==> config.mk <==
export PLATFORM = sky130hd
export DESIGN_NAME = axis_seq_divider
export DESIGN_NICKNAME = d
export VERILOG_FILES = /design/src/rtl/axis_seq_divider.sv
export SDC_FILE = /design/constraint.sdc
export NUM_CORES = 1
export LEC_CHECK = 0
export ABC_AREA = 1
export BUFFER_PORTS_ARGS = -buffer_cell sky130_fd_sc_hd__buf_2
export CAP_MARGIN = 20
export CORE_UTILIZATION = 40
export DETAILED_ROUTE_END_ITERATION = 12
export PLACE_DENSITY = 0.65
export REMOVE_ABC_BUFFERS = 1
export SLEW_MARGIN = 0
export SYNTH_ARGS = -nofsm -noshare
export SYNTH_HDL_FRONTEND = slang
export SYNTH_SLANG_ARGS = --single-unit
==> constraint.sdc <==
create_clock -name clk -period 9.62 [get_ports clk]
set_input_delay 0.481 -clock clk [delete_from_list [all_inputs] [get_ports clk]]
set_output_delay 0.481 -clock clk [all_outputs]
set_load 0.02 [all_outputs]
==> src/rtl/axis_seq_divider.sv <==
// axis_seq_divider: iterative radix-2 restoring divider with AXI-stream ports.
// Dividend and divisor arrive on independent slave channels in any order.
// Quotient and remainder leave on one master channel: {quotient, remainder}.
// A fixed WIDTH-cycle iteration is used for every operand pair, so divide by
// zero and the signed overflow case take the same time as ordinary divisions.

module axis_seq_divider #(
    parameter int WIDTH  = 32,
    parameter bit SIGNED = 1'b1
) (
    input  logic                 clk,
    input  logic                 rst_n,
    input  logic                 s_axis_dividend_tvalid,
    output logic                 s_axis_dividend_tready,
    input  logic [WIDTH-1:0]     s_axis_dividend_tdata,
    input  logic                 s_axis_divisor_tvalid,
    output logic                 s_axis_divisor_tready,
    input  logic [WIDTH-1:0]     s_axis_divisor_tdata,
    output logic                 m_axis_dout_tvalid,
    input  logic                 m_axis_dout_tready,
    output logic [2*WIDTH-1:0]   m_axis_dout_tdata,
    output logic                 m_axis_dout_tuser
);

    localparam int CW = (WIDTH > 1) ? $clog2(WIDTH) : 1;
    localparam logic [CW-1:0] LAST_ITER = CW'(WIDTH - 1);

    typedef enum logic [1:0] {
        IDLE = 2'd0,
        CALC = 2'd1,
        DONE = 2'd2
    } state_t;

    state_t state_q, state_d;

    // Operand capture: each channel has its own held flag and data buffer.
    logic               dividend_held_q, dividend_held_d;
    logic               divisor_held_q,  divisor_held_d;
    logic [WIDTH-1:0]   dividend_buf_q,  dividend_buf_d;
    logic [WIDTH-1:0]   divisor_buf_q,   divisor_buf_d;

    // Working registers of the restoring iteration.
    // rem_q keeps the partial remainder between steps; the shifted remainder
    // compared against the divisor is WIDTH+1 bits (rem_shift).
    logic [WIDTH-1:0]   rem_q,           rem_d;
    logic [WIDTH-1:0]   quo_q,           quo_d;
    logic [WIDTH-1:0]   div_mag_q,       div_mag_d;
    logic [WIDTH-1:0]   dividend_orig_q, dividend_orig_d;
    logic               neg_quot_q,      neg_quot_d;
    logic               neg_rem_q,       neg_rem_d;
    logic               div_zero_q,      div_zero_d;
    logic [CW-1:0]      count_q,         count_d;

    // Registered stream outputs.
    logic               dividend_tready_q, dividend_tready_d;
    logic               divisor_tready_q,  divisor_tready_d;
    logic               dout_tvalid_q,     dout_tvalid_d;
    logic [2*WIDTH-1:0] dout_tdata_q,      dout_tdata_d;
    logic               dout_tuser_q,      dout_tuser_d;

    // Handshake and control decodes.
    logic               dividend_fire;
    logic               divisor_fire;
    logic               start;
    logic               out_fire;
    logic [WIDTH-1:0]   dividend_now;
    logic [WIDTH-1:0]   divisor_now;

    // One restoring step and the final sign fix-up.
    logic [WIDTH:0]     rem_shift;
    logic [WIDTH:0]     rem_diff;
    logic               step_ge;
    logic [WIDTH-1:0]   rem_step;
    logic [WIDTH-1:0]   quo_step;
    logic [WIDTH-1:0]   quot_result;
    logic [WIDTH-1:0]   rem_result;

    // Absolute value in signed mode; the most negative value maps onto
    // itself, which is the correct unsigned magnitude 2^(WIDTH-1).
    function automatic logic [WIDTH-1:0] magnitude(input logic [WIDTH-1:0] v);
        if (SIGNED && v[WIDTH-1]) begin
            return -v;
        end
        return v;
    endfunction

    assign dividend_fire = s_axis_dividend_tvalid & dividend_tready_q;
    assign divisor_fire  = s_axis_divisor_tvalid  & divisor_tready_q;
    assign start         = (state_q == IDLE)
                         & (dividend_held_q | dividend_fire)
                         & (divisor_held_q  | divisor_fire);
    assign out_fire      = dout_tvalid_q & m_axis_dout_tready;
    assign dividend_now  = dividend_held_q ? dividend_buf_q : s_axis_dividend_tdata;
    assign divisor_now   = divisor_held_q  ? divisor_buf_q  : s_axis_divisor_tdata;

    // State register: reset drops any operation in flight.
    always_ff @(posedge clk or negedge rst_n) begin
        if (!rst_n) begin
            state_q <= IDLE;
        end else begin
            state_q <= state_d;
        end
    end

    // Next state: start once both operands are present, run WIDTH steps,
    // then wait for the consumer to take the result.
    always_comb begin
        state_d = state_q;
        case (state_q)
            IDLE:    if (start)                state_d = CALC;
            CALC:    if (count_q == LAST_ITER) state_d = DONE;
            DONE:    if (out_fire)             state_d = IDLE;
            default:                           state_d = IDLE;
        endcase
    end

    // One restoring step on magnitudes plus the sign/zero fix-up of the final step.
    always_comb begin
        rem_shift = {rem_q, quo_q[WIDTH-1]};
        rem_diff  = rem_shift - {1'b0, div_mag_q};
        step_ge   = (rem_shift >= {1'b0, div_mag_q});
        rem_step  = step_ge ? rem_diff[WIDTH-1:0] : rem_shift[WIDTH-1:0];
        quo_step  = {quo_q[WIDTH-2:0], step_ge};
        if (div_zero_q) begin
            quot_result = '1;
            rem_result  = dividend_orig_q;
        end else begin
            quot_result = neg_quot_q ? -quo_step : quo_step;
            rem_result  = neg_rem_q  ? -rem_step : rem_step;
        end
    end

    // Outputs and datapath: operand capture, iteration, result hold/release.
    always_comb begin
        dividend_held_d = dividend_held_q;
        divisor_held_d  = divisor_held_q;
        dividend_buf_d  = dividend_buf_q;
        divisor_buf_d   = divisor_buf_q;
        rem_d           = rem_q;
        quo_d           = quo_q;
        div_mag_d       = div_mag_q;
        dividend_orig_d = dividend_orig_q;
        neg_quot_d      = neg_quot_q;
        neg_rem_d       = neg_rem_q;
        div_zero_d      = div_zero_q;
        count_d         = count_q;
        dout_tvalid_d   = dout_tvalid_q;
        dout_tdata_d    = dout_tdata_q;
        dout_tuser_d    = dout_tuser_q;

        case (state_q)
            IDLE: begin
                if (dividend_fire) begin
                    dividend_held_d = 1'b1;
                    dividend_buf_d  = s_axis_dividend_tdata;
                end
                if (divisor_fire) begin
                    divisor_held_d = 1'b1;
                    divisor_buf_d  = s_axis_divisor_tdata;
                end
                if (start) begin
                    rem_d           = '0;
                    quo_d           = magnitude(dividend_now);
                    div_mag_d       = magnitude(divisor_now);
                    dividend_orig_d = dividend_now;
                    neg_quot_d      = SIGNED & (dividend_now[WIDTH-1] ^ divisor_now[WIDTH-1]);
                    neg_rem_d       = SIGNED & dividend_now[WIDTH-1];
                    div_zero_d      = (divisor_now == '0);
                    count_d         = '0;
                end
            end
            CALC: begin
                rem_d   = rem_step;
                quo_d   = quo_step;
                count_d = count_q + 1'b1;
                if (count_q == LAST_ITER) begin
                    dout_tvalid_d = 1'b1;
                    dout_tdata_d  = {quot_result, rem_result};
                    dout_tuser_d  = div_zero_q;
                end
            end
            DONE: begin
                if (out_fire) begin
                    dout_tvalid_d   = 1'b0;
                    dividend_held_d = 1'b0;
                    divisor_held_d  = 1'b0;
                end
            end
            default: begin
                dout_tvalid_d = 1'b0;
            end
        endcase

        dividend_tready_d = (state_d == IDLE) & ~dividend_held_d;
        divisor_tready_d  = (state_d == IDLE) & ~divisor_held_d;
    end

    // Datapath and output registers; readies come up high out of reset.
    always_ff @(posedge clk or negedge rst_n) begin
        if (!rst_n) begin
            dividend_held_q   <= 1'b0;
            divisor_held_q    <= 1'b0;
            dividend_buf_q    <= '0;
            divisor_buf_q     <= '0;
            rem_q             <= '0;
            quo_q             <= '0;
            div_mag_q         <= '0;
            dividend_orig_q   <= '0;
            neg_quot_q        <= 1'b0;
            neg_rem_q         <= 1'b0;
            div_zero_q        <= 1'b0;
            count_q           <= '0;
            dividend_tready_q <= 1'b1;
            divisor_tready_q  <= 1'b1;
            dout_tvalid_q     <= 1'b0;
            dout_tdata_q      <= '0;
            dout_tuser_q      <= 1'b0;
        end else begin
            dividend_held_q   <= dividend_held_d;
            divisor_held_q    <= divisor_held_d;
            dividend_buf_q    <= dividend_buf_d;
            divisor_buf_q     <= divisor_buf_d;
            rem_q             <= rem_d;
            quo_q             <= quo_d;
            div_mag_q         <= div_mag_d;
            dividend_orig_q   <= dividend_orig_d;
            neg_quot_q        <= neg_quot_d;
            neg_rem_q         <= neg_rem_d;
            div_zero_q        <= div_zero_d;
            count_q           <= count_d;
            dividend_tready_q <= dividend_tready_d;
            divisor_tready_q  <= divisor_tready_d;
            dout_tvalid_q     <= dout_tvalid_d;
            dout_tdata_q      <= dout_tdata_d;
            dout_tuser_q      <= dout_tuser_d;
        end
    end

    assign s_axis_dividend_tready = dividend_tready_q;
    assign s_axis_divisor_tready  = divisor_tready_q;
    assign m_axis_dout_tvalid     = dout_tvalid_q;
    assign m_axis_dout_tdata      = dout_tdata_q;
    assign m_axis_dout_tuser      = dout_tuser_q;

endmodule

==> flow_summary.toml <==
[floorplan]
die_h_um = 210
coreArea_um2 = 43000
die_area_um2 = 44300
rows = 76
ios = 137
start_util_pct = 40.4
die_w_um = 210

[cells_and_area]
mostFrequentLayoutCell = "nand2_1"
area_delta_synth_final_pct = 13.1
diodes = 0
layout-drive-gt1-share_pct = 15.0
mostFrequentLayoutCells = "nand2_1, inv_1, dfrtp_1, o21ai_0"
stdcell_count = 3045
nNetsFinal = 2544
utilization_pct = 45.8

[critical_path]
r2r-start = "rem_q[13]$_DFFE_PN0P_"
crit_fanout = 40
required_ns = 10.05
cp_data_arrival_time_ns = 5.74
critPathMaxStageDelay_ns = 0.61
cp-start-kind = "register"
worstReg2RegEnd = "m_axis_dout_tdata[60]$_DFFE_PN0P_"
slowest_stage = "nor2_4"
path_cells = "ha_1 > nand2_1 > inv_1 > nand2_1 > inv_2 > nand2_1 > nor2_2 > nand2_1 > nand2_2 > nor2_4 > nand2_4 > inv_1 > ha_1 > nand2_1 > nor2_1 > nand2_1 > nor2_1 > nand2_1 > o41ai_1 > o21ai_0 > xor2_1 > o22ai_1 > inv_1"
cp-endpoint = "m_axis_dout_tdata[60]$_DFFE_PN0P_"
reg2reg_slack_ns = 4.31
cpMostUsedCell = "nand2_1"
worst_r2r_path_depth = 23
end_kind = "register"
crit_type = "reg2reg"
startpoint = "rem_q[13]$_DFFE_PN0P_"

[yosys]
synth_edf_count = 0
synth.largest_area_cell = "dfrtp_1"
muxShareOfSynthArea_pct = 3.35
synth_area_um2 = 17400
synthTopCellsByArea = "dfrtp_1, nand2_1, inv_1, o21ai_0, nand3_1"
async_reset_ff_share_pct = 100
yosysSeqAreaShare_pct = 39.0
synth_top_cell_area_share_pct = 38.7
synth-seq-cells = 271
synthAdderAreaFrac_pct = 2.85
synth_top_family_by_area = "simple AND/OR/NAND/NOR gates"
avgSynthCellArea_um2 = 7.46
synth-simple-area-share_pct = 27.2
synth-compound-area-share_pct = 13.6
ys_types = 65
netlist_instances = 2332
synth-xor-area-share_pct = 4.58
synthFlopType = "dfrtp_1"
yosysWarnings = 0

[timing]
fmax_ghz = 0.188
period_needed_ns = 5.31
fin_crit_sh_pct = 55.2
skew_ns = 0.0246
finalHoldViolCount = 1
holdWs_ns = -0.00143
final_max_slew_viol_count = 0
maxSlewHeadroom_pct = 29.4
worst_slew_pin_slew_ns = 1.06
fin_setup_tns_ns = 0
setup_violations = 0
rsz0062_at_grt = "false"

[global_route]
grt_pass1_vias = 15900
grt_pass1_wl_um = 87700
antenna_found_initial = 0
grt-ovfl-total = 0
grt_max_degree = 168
grt_usage_pct = 25.3

[place]
hpwl_um = 40500
gp_congestion = 0.962
port_buffers = 136
placedCellCount = 2984

[clocking]
path_clk_slew_ns = 0.06
htree_levels = 2
postCtsHoldBufs = 0
cts_tree = "built"
cts_buffers = 34
cts_resized = 0
cts.root.buffer_cell = "clkbuf_16"
cts_setup_buffers = 0
clk_path_buf_depth = 3
clkSinkCount = 271
clk_latency_ns = 0.55

[hold_path]
hold_path_class = "in2async"

[route]
num_vias = 16000
wire_per_inst_um = 18.0
route.detailed.drc = 0
viasPerCell = 5.25
first_pass_iters = 6
ant_nets = 0
routed_wl_um = 54800
drt_iter0_drc = 1323

[job]
max-cap-violations = 0

[status]
violations = "hold timing"
status = "complete, but fails checks"
[flip-flops by register name, indices dropped and copies added (netlist names)]
signal,count
dividend_held_q,1
neg_quot_q,1
m_axis_dout_tdata,64
div_zero_q,1
state_q,2
s_axis_dividend_tready,1
divisor_buf_q,32
dividend_buf_q,32
dividend_orig_q,32
m_axis_dout_tvalid,1
divisor_held_q,1
rem_q,32
div_mag_q,32
count_q,5
m_axis_dout_tuser,1
quo_q,32
s_axis_divisor_tready,1
[layer usage]
layer,routed length (µm),up-vias,GRT usage (%)
met5,0,-,0
met3,3190,65,2.82
met4,1220,0,6.77
li1,-,7770,-
met2,24700,492,40.4
met1,25700,7657,36.2
[critical path, delay by kind of cell, from the launching register on]
kind            cells  cell delay, ns
compound gates      3            0.73
xor+xnor            1            0.18
fa+ha+maj           2            0.66
buf+inv             4            0.69
flops               1            0.43
simple gates       13            2.50
[final cells by class]
cell class | count | area (µm²)
repair buffers | 156 | 866
clock inverters | 10 | 104
clock buffers | 50 | 991
flip-flops and latches | 271 | 6780
well taps | 585 | 732
inverters | 325 | 1220
fillers | 4422 | 23300
multi-input cells | 1648 | 8970
[Yosys cell counts (23+ instances only)]
cell / n
nand2_2: 23
a22oi_1: 25
o21ai_0: 151
nand3_1: 150
dfrtp_1: 269
o22ai_1: 31
or2_2: 32
nand2_1: 628
mux2_2: 39
clkbuf_1: 62
a21oi_1: 53
nor2_1: 150
xor2_1: 81
inv_1: 315
ha_1: 38
[worst min-delay path by stage]
stage                                  startpoint                            end  slack (ns)  depth (start not counted)
CTS                                         rst_n  divisor_buf_q[14]$_DFFE_PN0P_        0.04                          1
global placement    divisor_buf_q[20]$_DFFE_PN0P_  divisor_buf_q[20]$_DFFE_PN0P_        0.45                          2
global route                                rst_n  divisor_buf_q[14]$_DFFE_PN0P_        0.09                          1
finish                                      rst_n  divisor_buf_q[14]$_DFFE_PN0P_      -0.001                          1
floorplan                                   rst_n         count_q[0]$_DFFE_PN0P_        0.19                          0
detailed placement  divisor_buf_q[26]$_DFFE_PN0P_  divisor_buf_q[26]$_DFFE_PN0P_        0.45                          2
[stage by stage]
stage	worst slack, ns	area (µm²)
after detailed placement	4.42	18600
after CTS	4.42	19700
after floorplan	0.748	17000
final	4.31	19700
after global placement	4.45	18500
after global routing	3.85	19700
[cell families after synthesis]
group           after synthesis
compound gates              385
fa+ha+maj                    39
mux                          52
simple gates               1082
flops                       271
buf+inv                     413
xor+xnor                     90
Power is not shown: default switching activity piles up to over one toggle a cycle in this logic, so the estimate is an artifact.
